### src/rtl/uart_cmd_pkg.sv
// Shared definitions for the UART command parser.
//
// Contents: default frame-start marker, FSM state type and encodings,
// known opcode values, and the frame checksum helper.
//
// Build option: define UART_CMD_PARSER_CHECKSUM_EN to add the trailing
// checksum byte to every frame (and with it the CHK state). Without the
// macro a frame ends at ARG2.
package uart_cmd_pkg;

  localparam logic [7:0] SYNC_BYTE_DEFAULT = 8'hA5;

  localparam logic [7:0] OP_PIXEL = 8'h01;
  localparam logic [7:0] OP_CLEAR = 8'h02;
  localparam logic [7:0] OP_MODE  = 8'h03;

  typedef logic [2:0] state_t;

  localparam state_t ST_IDLE = 3'd0;
  localparam state_t ST_OP   = 3'd1;
  localparam state_t ST_A0   = 3'd2;
  localparam state_t ST_A1   = 3'd3;
  localparam state_t ST_A2   = 3'd4;
`ifdef UART_CMD_PARSER_CHECKSUM_EN
  localparam state_t ST_CHK  = 3'd5;
`endif

  // XOR of the four payload bytes; the sender appends this as the last byte.
  function automatic logic [7:0] frame_chk(input logic [7:0] op,
                                           input logic [7:0] a0,
                                           input logic [7:0] a1,
                                           input logic [7:0] a2);
    return op ^ a0 ^ a1 ^ a2;
  endfunction

endpackage

### src/rtl/uart_cmd_parser_if.sv
// Byte-stream in / command out bundle of the UART command parser.
//
// Signals:
//   byte_data, data_valid : received byte and its one-cycle strobe
//   cmd_valid, cmd_ready  : pending-command handshake
//   cmd_op, cmd_arg       : decoded opcode and {ARG0, ARG1, ARG2}
//   err_chk, err_timeout  : one-cycle error pulses
//   err_overflow          : sticky dropped-frame flag
// Modports: master = byte source / command consumer, slave = parser.
interface uart_cmd_parser_if;

  logic [7:0]  byte_data;
  logic        data_valid;
  logic        cmd_valid;
  logic        cmd_ready;
  logic [7:0]  cmd_op;
  logic [23:0] cmd_arg;
  logic        err_chk;
  logic        err_timeout;
  logic        err_overflow;

  modport master (
    output byte_data, data_valid, cmd_ready,
    input  cmd_valid, cmd_op, cmd_arg, err_chk, err_timeout, err_overflow
  );

  modport slave (
    input  byte_data, data_valid, cmd_ready,
    output cmd_valid, cmd_op, cmd_arg, err_chk, err_timeout, err_overflow
  );

endinterface

### src/rtl/uart_cmd_timeout.sv
// Inter-byte timeout counter for the UART command parser.
//
// Ports:
//   clk, rst   : clock, asynchronous active-high reset
//   active_i   : parser is inside a frame (not IDLE)
//   clear_i    : a byte was received this cycle
//   expire_o   : combinational, high in the cycle the frame must be abandoned
//
// The counter holds zero while idle or when a byte arrives, so a byte in
// the would-be expiry cycle always wins over the timeout.
module uart_cmd_timeout #(
  parameter int TIMEOUT_CYCLES = 1_000_000
) (
  input  logic clk,
  input  logic rst,
  input  logic active_i,
  input  logic clear_i,
  output logic expire_o
);

  localparam int CW = (TIMEOUT_CYCLES > 2) ? $clog2(TIMEOUT_CYCLES) : 1;
  localparam logic [CW-1:0] LAST = CW'(TIMEOUT_CYCLES - 1);

  logic [CW-1:0] count_q, count_d;

  always_comb begin
    count_d  = count_q;
    expire_o = 1'b0;
    if (clear_i || !active_i) begin
      count_d = '0;
    end else if (count_q == LAST) begin
      expire_o = 1'b1;
      count_d  = '0;
    end else begin
      count_d = count_q + CW'(1);
    end
  end

  always_ff @(posedge clk or posedge rst) begin
    if (rst) begin
      count_q <= '0;
    end else begin
      count_q <= count_d;
    end
  end

endmodule

### src/rtl/uart_cmd_parser.sv
// UART command frame parser.
//
// Collects SYNC, OP, ARG0, ARG1, ARG2 [, CHK] from a byte stream and presents
// the decoded command on a valid/ready output that holds until accepted.
//
// Ports:
//   clk  : system clock, rising edge
//   rst  : asynchronous active-high reset
//   bus  : uart_cmd_parser_if.slave (byte input, command output, error flags)
//
// Parameters: TIMEOUT_CYCLES (idle clocks before a partial frame is
// abandoned), SYNC_BYTE (frame start marker, only recognised in IDLE).
//
// Build option: UART_CMD_PARSER_CHECKSUM_EN enables the trailing checksum
// byte and err_chk; otherwise ARG2 ends the frame and err_chk stays 0.
module uart_cmd_parser
  import uart_cmd_pkg::*;
#(
  parameter int         TIMEOUT_CYCLES = 1_000_000,
  parameter logic [7:0] SYNC_BYTE      = SYNC_BYTE_DEFAULT
) (
  input logic              clk,
  input logic              rst,
  uart_cmd_parser_if.slave bus
);

  state_t      state_q, state_d;
  logic [7:0]  op_q, a0_q, a1_q;
`ifdef UART_CMD_PARSER_CHECKSUM_EN
  logic [7:0]  a2_q;
  logic        chk_bad;
  logic        err_chk_q;
`endif
  logic        frame_done;
  logic [23:0] new_arg;
  logic        timeout_hit;

  logic        cmd_valid_q, cmd_valid_d;
  logic [7:0]  cmd_op_q, cmd_op_d;
  logic [23:0] cmd_arg_q, cmd_arg_d;
  logic        err_timeout_q;
  logic        err_overflow_q, err_overflow_d;

  uart_cmd_timeout #(
    .TIMEOUT_CYCLES(TIMEOUT_CYCLES)
  ) u_timeout (
    .clk      (clk),
    .rst      (rst),
    .active_i (state_q != ST_IDLE),
    .clear_i  (bus.data_valid),
    .expire_o (timeout_hit)
  );

  // Frame sequencing. A SYNC value seen after IDLE is plain payload.
  always_comb begin
    state_d    = state_q;
    frame_done = 1'b0;
`ifdef UART_CMD_PARSER_CHECKSUM_EN
    chk_bad    = 1'b0;
`endif
    if (bus.data_valid) begin
      case (state_q)
        ST_IDLE: if (bus.byte_data == SYNC_BYTE) state_d = ST_OP;
        ST_OP:   state_d = ST_A0;
        ST_A0:   state_d = ST_A1;
        ST_A1:   state_d = ST_A2;
`ifdef UART_CMD_PARSER_CHECKSUM_EN
        ST_A2:   state_d = ST_CHK;
        ST_CHK: begin
          state_d = ST_IDLE;
          if (bus.byte_data == frame_chk(op_q, a0_q, a1_q, a2_q)) begin
            frame_done = 1'b1;
          end else begin
            chk_bad = 1'b1;
          end
        end
`else
        ST_A2: begin
          state_d    = ST_IDLE;
          frame_done = 1'b1;
        end
`endif
        default: state_d = ST_IDLE;
      endcase
    end else if (timeout_hit) begin
      state_d = ST_IDLE;
    end
  end

`ifdef UART_CMD_PARSER_CHECKSUM_EN
  assign new_arg = {a0_q, a1_q, a2_q};
`else
  assign new_arg = {a0_q, a1_q, bus.byte_data};
`endif

  // A finished frame is taken if the slot is free or being emptied this
  // very cycle; otherwise it is lost and the overflow flag latches.
  always_comb begin
    cmd_valid_d    = cmd_valid_q;
    cmd_op_d       = cmd_op_q;
    cmd_arg_d      = cmd_arg_q;
    err_overflow_d = err_overflow_q;
    if (frame_done && (!cmd_valid_q || bus.cmd_ready)) begin
      cmd_valid_d = 1'b1;
      cmd_op_d    = op_q;
      cmd_arg_d   = new_arg;
    end else begin
      if (frame_done) err_overflow_d = 1'b1;
      if (cmd_valid_q && bus.cmd_ready) cmd_valid_d = 1'b0;
    end
  end

  always_ff @(posedge clk or posedge rst) begin
    if (rst) begin
      state_q        <= ST_IDLE;
      cmd_valid_q    <= 1'b0;
      cmd_op_q       <= '0;
      cmd_arg_q      <= '0;
      err_timeout_q  <= 1'b0;
      err_overflow_q <= 1'b0;
    end else begin
      state_q        <= state_d;
      cmd_valid_q    <= cmd_valid_d;
      cmd_op_q       <= cmd_op_d;
      cmd_arg_q      <= cmd_arg_d;
      err_timeout_q  <= timeout_hit;
      err_overflow_q <= err_overflow_d;
    end
  end

  // Payload capture; contents are only consumed once the frame completes,
  // so no reset is needed here.
  always_ff @(posedge clk) begin
    if (bus.data_valid) begin
      case (state_q)
        ST_OP: op_q <= bus.byte_data;
        ST_A0: a0_q <= bus.byte_data;
        ST_A1: a1_q <= bus.byte_data;
`ifdef UART_CMD_PARSER_CHECKSUM_EN
        ST_A2: a2_q <= bus.byte_data;
`endif
        default: ;
      endcase
    end
  end

`ifdef UART_CMD_PARSER_CHECKSUM_EN
  always_ff @(posedge clk or posedge rst) begin
    if (rst) begin
      err_chk_q <= 1'b0;
    end else begin
      err_chk_q <= chk_bad;
    end
  end
  assign bus.err_chk = err_chk_q;
`else
  assign bus.err_chk = 1'b0;
`endif

  assign bus.cmd_valid    = cmd_valid_q;
  assign bus.cmd_op       = cmd_op_q;
  assign bus.cmd_arg      = cmd_arg_q;
  assign bus.err_timeout  = err_timeout_q;
  assign bus.err_overflow = err_overflow_q;

endmodule

### src/flat_wrapper.sv
// flat-port wrapper written by rule: the top's interface ports become plain ports
module uart_cmd_parser_flat import uart_cmd_pkg::*;
#(
  parameter int         TIMEOUT_CYCLES = 1_000_000,
  parameter logic [7:0] SYNC_BYTE      = SYNC_BYTE_DEFAULT
)
  (clk, rst, bus_byte_data, bus_data_valid, bus_cmd_ready, bus_cmd_valid, bus_cmd_op, bus_cmd_arg, bus_err_chk, bus_err_timeout, bus_err_overflow);
  uart_cmd_parser_if bus_i ();
  input logic clk;
  input logic rst;
  input wire logic [$bits(bus_i.byte_data)-1:0] bus_byte_data;
  input wire logic [$bits(bus_i.data_valid)-1:0] bus_data_valid;
  input wire logic [$bits(bus_i.cmd_ready)-1:0] bus_cmd_ready;
  output wire logic [$bits(bus_i.cmd_valid)-1:0] bus_cmd_valid;
  output wire logic [$bits(bus_i.cmd_op)-1:0] bus_cmd_op;
  output wire logic [$bits(bus_i.cmd_arg)-1:0] bus_cmd_arg;
  output wire logic [$bits(bus_i.err_chk)-1:0] bus_err_chk;
  output wire logic [$bits(bus_i.err_timeout)-1:0] bus_err_timeout;
  output wire logic [$bits(bus_i.err_overflow)-1:0] bus_err_overflow;
  assign bus_i.byte_data = bus_byte_data;
  assign bus_i.data_valid = bus_data_valid;
  assign bus_i.cmd_ready = bus_cmd_ready;
  assign bus_cmd_valid = bus_i.cmd_valid;
  assign bus_cmd_op = bus_i.cmd_op;
  assign bus_cmd_arg = bus_i.cmd_arg;
  assign bus_err_chk = bus_i.err_chk;
  assign bus_err_timeout = bus_i.err_timeout;
  assign bus_err_overflow = bus_i.err_overflow;
  uart_cmd_parser #(.TIMEOUT_CYCLES(TIMEOUT_CYCLES), .SYNC_BYTE(SYNC_BYTE)) u_core (.clk(clk), .rst(rst), .bus(bus_i));
endmodule
### config.mk
export PLATFORM = sky130hd
export DESIGN_NAME = uart_cmd_parser_flat
export DESIGN_NICKNAME = d
export VERILOG_FILES = /design/src/rtl/uart_cmd_pkg.sv /design/src/rtl/uart_cmd_parser_if.sv /design/src/rtl/uart_cmd_timeout.sv /design/src/rtl/uart_cmd_parser.sv /design/src/flat_wrapper.sv
export SDC_FILE = /design/constraint.sdc
export NUM_CORES = 1
export LEC_CHECK = 0
export ABC_AREA = 0
export CAP_MARGIN = 20
export CORE_AREA = 4 4 81 83
export CTS_CLUSTER_SIZE = 28
export DETAILED_ROUTE_END_ITERATION = 6
export DIE_AREA = 0 0 85 87
export GPL_TIMING_DRIVEN = 0
export PLACE_DENSITY = 0.81
export SLEW_MARGIN = 15
export SYNTH_ARGS = -nofsm -noshare
export SYNTH_HDL_FRONTEND = slang
export SYNTH_SLANG_ARGS = --single-unit
### constraint.sdc
create_clock -name clk -period 4.9 [get_ports clk]
set_input_delay 0.98 -clock clk [delete_from_list [all_inputs] [get_ports clk]]
set_output_delay 0.98 -clock clk [all_outputs]
set_load 0.01 [all_outputs]
==> results_dict.tcl, run 1 <==
set metrics [dict create \
    outcome "finished clean" \
    critPathRequiredTime_ps 4960 \
    groute.usage.overall_pct 17.9 \
    cp_max_fo 8 \
    synthArstFlopShare_pct 70.7 \
    dp_hpwl_microns 4220 \
    rows 28 \
    drive_gt1_share_pct 18.6 \
    ant_nets 0 \
    drtIter0Drc 71 \
    cts_max_path_buffers 2 \
    portBuffers 46 \
    p_leak_uw 0.00159 \
    worst_clock_skew_ps 7.09 \
    max-slew-margin-rel_pct 52.9 \
    hold_violations 0 \
    fin_util_pct 68.4 \
    die_w_microns 85 \
    area.growth.synth_to_final_pct 24.4 \
    yosysUniqueCellTypes 36 \
    insertion_delay_ps 350 \
    overflow 0 \
    avgRoutedWirePerCell_microns 16.5 \
    syn-num-nets 245 \
    cp-end-kind "register" \
    io_pins 48 \
    antenna_found_initial 0 \
    num_vias 2052 \
    grt_max_degree 59 \
    p_per_area_mw_per_mm2 513 \
    crit_type "primary input to register" \
    drc 0 \
    post_cts_buffers 0 \
    cts_tree "done" \
    die_h_microns 87 \
    ctsHoldBuffers 0 \
    cts-resized-gates 0 \
    place_congestion 0.823 \
    grt_pass1_wl_microns 10100 \
    ys.flop_type "dfrtp_1" \
    rsz0062_at_grt "no" \
    ys_seq_area_share_pct 67.5 \
    synth_edf_count 24 \
    fin_tns_setup_ps 0 \
    ys_warn_count 0 \
    start_kind "primary input" \
    cts_sinks 82 \
    reg2reg_depth 6 \
    peakVddDrop_uv 282 \
    hold_depth 1 \
    wirelength_microns 6120 \
    htree_levels 3 \
    clock-root-buffer "clkbuf_8" \
    arrival_ps 2780 \
    first_pass_iters 4 \
    cts.clk_slew.worst_paths_ps 90 \
    die_area_sq_mm 0.00740 \
    final_common_cell "dfrtp_1" \
    maxSlewViolCount 0 \
    setup_violations 0 \
    period_share_pct 55.6 \
    drv_cap 0 \
    syn_avg_cell_area_sq_um 13.9 \
    coreArea_sq_mm 0.00585 \
    numCtsBuffers 9 \
    layout_common_cells "dfrtp_1, clkdlybuf4s50_1, mux2_2" \
    tightest_slew_ps 707 \
    grt_pass1_vias 2041 \
    diodes 0 \
    start_util_pct 55.0 \
    ys_ff_latch 82 \
    fmax_mhz 367 \
    synth_area_sq_mm 0.00322 \
    hp-class "register to register" \
    final_nets 303 \
    via_per_inst 5.55 \
    syn_inst 232 \
    min_period_ps 2720 \
]
==> synth_stat cells, types with 2 or more instances <==
cell,n,area (sq um)
nor2_1,19,71.3
o32ai_1,2,17.5
or3_1,2,12.5
nor3_1,2,10.0
nor4bb_1,2,20.0
nor4_1,5,31.3
xnor2_1,7,61.3
a21oi_1,7,35.0
and3_1,2,12.5
clkbuf_1,5,18.8
o21ai_0,2,10.0
inv_1,8,30.0
o31ai_1,5,37.5
nor4b_1,2,17.5
nand2b_1,2,12.5
nand2_1,10,37.5
edfxtp_1,24,721
or4_1,7,52.6
dfrtp_1,58,1450
xor2_1,5,43.8
nand3_1,10,50.1
mux2_2,32,360
==> flip-flops by register name, indices dropped and copies added (netlist names) <==
register and count:
u_core.state_q 3, u_core.bus.cmd_op 8, u_core.a1_q 8, u_core.a0_q 8, u_core.op_q 8, u_core.bus.cmd_valid 1, u_core.bus.err_timeout 1, u_core.bus.err_overflow 1
u_core.u_timeout.count_q 20, u_core.bus.cmd_arg 24
==> through the flow <==
stage,power [uW],hold slack [ps],instance area (sq um),std cells,setup slack [ps]
2_1_floorplan,1210,455,3220,232,2490
6_report,2060,479,4000,370,2180
4_1_cts,2080,475,4000,370,2180
5_1_grt,2160,496,4000,370,2050
3_3_place_gp,1510,456,3770,353,1430
3_5_place_dp,1540,465,3780,354,1810
==> per-layer routing <==
layer  up-vias  global-route usage, %  share of wire, %
li1        957                      -                 -
met1      1016                   24.0                44
met2        65                   27.3                48
met3        14                   3.12               5.2
met4         0                   11.1               2.8
met5         -                      0                 0
==> path summary, 6_finish.rpt <==
path,startpoint,to,slack (ps)
max,bus_data_valid,u_core.op_q[1],2180
min,u_core.a0_q[1],u_core.bus.cmd_arg[17],480
max reg2reg,u_core.u_timeout.count_q[0],u_core.u_timeout.count_q[5],2620
min reg2reg,u_core.a0_q[1],u_core.bus.cmd_arg[17],480
max in group asynchronous,rst,u_core.bus.cmd_op[4],3340
min in group asynchronous,rst,u_core.bus.cmd_arg[11],1100
==> worst max-delay path, cell delays in order <==
cell             delay, ps
clkdlybuf4s50_1        620
nor2b_1                310
nor3b_1                580
buf_2                  280
==> power by group <==
part | internal, uW | total (uW) | switching, uW
logic | 329 | 556 | 227
registers | 868 | 958 | 89.5
clock network | 291 | 542 | 251
total | 1490 | 2060 | 567
==> kinds of logic after synthesis <==
family	Yosys count	share of synthesized area (%)
AO/OA/AOI/OAI	19	3.69
XOR/XNOR	12	3.26
adder cells (fa/ha/maj)	1	0.389
multiplexers	32	11.2
AND/OR/NAND/NOR	70	12.0
buffers and inverters	15	1.90
flip-flops	82	67.5
other	1	0.116
==> cell type report <==
cell class | instances | area, sq um
Sequential cell | 82 | 2170
Clock inverter | 7 | 98.8
Tap cell | 75 | 93.8
Clock buffer | 9 | 124
Fill cell | 410 | 1850
Buffer | 7 | 31.3
Timing Repair Buffer | 47 | 465
Multi-Input combinational cell | 135 | 986
Inverter | 8 | 32.5
No activity file was read; power rests on OpenSTA's default activity.
==> run 2, diff against run 1 <==
--- a/config.mk
+++ b/config.mk
@@ -7,12 +7,12 @@
 export LEC_CHECK = 0
 export ABC_AREA = 0
 export CAP_MARGIN = 20
-export CORE_AREA = 4 4 81 83
+export CORE_AREA = 4 4 83 85
 export CTS_CLUSTER_SIZE = 28
 export DETAILED_ROUTE_END_ITERATION = 6
-export DIE_AREA = 0 0 85 87
+export DIE_AREA = 0 0 87 89
 export GPL_TIMING_DRIVEN = 0
-export PLACE_DENSITY = 0.81
+export PLACE_DENSITY = 0.77
 export SLEW_MARGIN = 15
 export SYNTH_ARGS = -nofsm -noshare
 export SYNTH_HDL_FRONTEND = slang
==> constraint.sdc (replaced) <==
create_clock -name clk -period 2.55 [get_ports clk]
set_input_delay 0.51 -clock clk [delete_from_list [all_inputs] [get_ports clk]]
set_output_delay 0.51 -clock clk [all_outputs]
set_load 0.01 [all_outputs]
==> results_dict.tcl, run 2 (synthesis gave the netlist of run 1 again) <==
set metrics [dict create \
    cts_sinks 82 \
    cts_tree "done" \
    grt_pass1_vias 1979 \
    cts_max_path_buffers 2 \
    via_per_inst 5.47 \
    cp-end-kind "register" \
    slowest_delay_ps 570 \
    place_congestion 0.862 \
    start_kind "register" \
    grt_max_degree 59 \
    grt_pass1_wl_microns 9680 \
    rows 29 \
    overflow 0 \
    drtIter0Drc 66 \
    r2r_start "u_core.u_timeout.count_q[0]" \
    reg2reg_depth 6 \
    placed_area_sq_mm 0.00378 \
    crit_chain "ha_1 > nand2_1 > or4_1 > o21ai_1 > clkbuf_1 > nor2_1" \
    period_share_pct 88.0 \
    rsz0062_at_grt "no" \
    setup_slack_ps 305 \
    die_area_sq_mm 0.00774 \
    p_leak_uw 0.00158 \
    p_per_area_mw_per_mm2 966 \
    start_util_pct 51.9 \
    dp_hpwl_microns 4070 \
    tightest_slew_ps 719 \
    htree_levels 3 \
    fmax_mhz 446 \
    first_pass_iters 4 \
    max-slew-margin-rel_pct 52.1 \
    peakVddDrop_uv 609 \
    path_buf_inv 1 \
    clock-root-buffer "clkbuf_8" \
    area.growth.synth_to_final_pct 23.7 \
    ctsHoldBuffers 0 \
    setup_violations 0 \
    drc 0 \
    pre_cts_slack_ps 3.59 \
    hold_depth 1 \
    hold_violations 0 \
    cts-resized-gates 0 \
    hp-start "u_core.op_q[5]" \
    final_nets 303 \
    final_area_sq_mm 0.00398 \
    numCtsBuffers 9 \
    num_vias 2036 \
    diodes 0 \
    arrival_ps 2460 \
    insertion_delay_ps 350 \
    crit_type "register to register" \
    avgRoutedWirePerCell_microns 16.2 \
    r2r_slack_ps 310 \
    min_to "u_core.bus.cmd_op[5]" \
    reg2reg_to "u_core.u_timeout.count_q[9]" \
    holdWs_ps 482 \
    drv_cap 0 \
    antenna_found_initial 0 \
    nFillCells 463 \
    cp_max_fo 10 \
    groute.usage.overall_pct 16.7 \
    die_w_microns 87 \
    critPathRequiredTime_ps 2770 \
    io_pins 48 \
    post_cts_buffers 0 \
    coreArea_sq_mm 0.00620 \
    worst_clock_skew_ps 9.91 \
    cpMaxStageDelayCell "or4_1" \
    portBuffers 46 \
    outcome "finished clean" \
    largest_reg_flops 24 \
    cts.clk_slew.worst_paths_ps 80 \
    maxSlewViolCount 0 \
    layout_common_cells "dfrtp_1, clkdlybuf4s50_1, mux2_2" \
    drive_gt1_share_pct 18.6 \
    wirelength_microns 6030 \
    hp-class "register to register" \
    die_h_microns 89 \
    worst_path_dominant_cell_family "simple AND/OR/NAND/NOR gates" \
    min_period_ps 2240 \
    ant_nets 0 \
    final_common_cell "dfrtp_1" \
]
-- run 2: changes by cell type in the layout (fill, tap and decap cells not counted) --
cell,previous run,this run
bufinv_16,2,1
clkinvlp_4,1,2
-- run 2: final cells by class --
class	count	area, sq um	area share, %
well taps	77	96.3	2.42
repair buffers	47	465	11.7
plain buffers	7	31.3	0.785
inverters	8	32.5	0.817
flip-flops and latches	82	2170	54.5
multi-input cells	135	986	24.7
clock inverters	7	76.3	1.92
clock buffers	9	124	3.11
-- run 2: where the power goes --
| group | internal [uW] | leakage [uW] | switching, uW |
|---|---|---|---|
| Combinational | 632 | 0.000499 | 429 |
| Sequential | 1670 | 0.000984 | 172 |
| Clock | 461 | 0.0000966 | 485 |
| Total | 2760 | 0.00158 | 1090 |
-- run 2: metrics by stage --
step / util, % / TNS, ps / std cells / power [uW]
2_1_floorplan: - / 0 / 232 / 2320
3_3_place_gp: 60.9 / -30940 / 355 / 2900
3_5_place_dp: 61.0 / 0 / 356 / 2940
4_1_cts: 64.2 / 0 / 372 / 3890
5_1_grt: 64.2 / 0 / 372 / 4050
6_report: 64.2 / 0 / 372 / 3850
-- run 2: routing by layer --
metal,GRT usage [%],wire length (microns),vias up,share of wire (%)
met5,0,0,-,0
met4,7.22,86,0,1.4
met3,3.78,294,10,4.9
met2,28.2,3060,62,51
met1,20.9,2590,1014,43
li1,-,-,950,-
-- run 2: worst register-to-register path, cell delays in order, from the launching register on --
cell	delay, ps
dfrtp_1	430
ha_1	260
nand2_1	150
or4_1	570
o21ai_1	190
clkbuf_1	420
nor2_1	100
-- run 2: worst max path at each step --
stage / start / to / depth (start not counted)
CTS: u_core.u_timeout.count_q[0] / u_core.u_timeout.count_q[5] / 6
finish: u_core.u_timeout.count_q[0] / u_core.u_timeout.count_q[9] / 6
global route: u_core.u_timeout.count_q[0] / u_core.u_timeout.count_q[11] / 6
floorplan: rst / u_core.bus.cmd_arg[0] / 1
global placement: rst / u_core.bus.cmd_arg[23] / 2
detailed placement: bus_data_valid / u_core.op_q[0] / 4
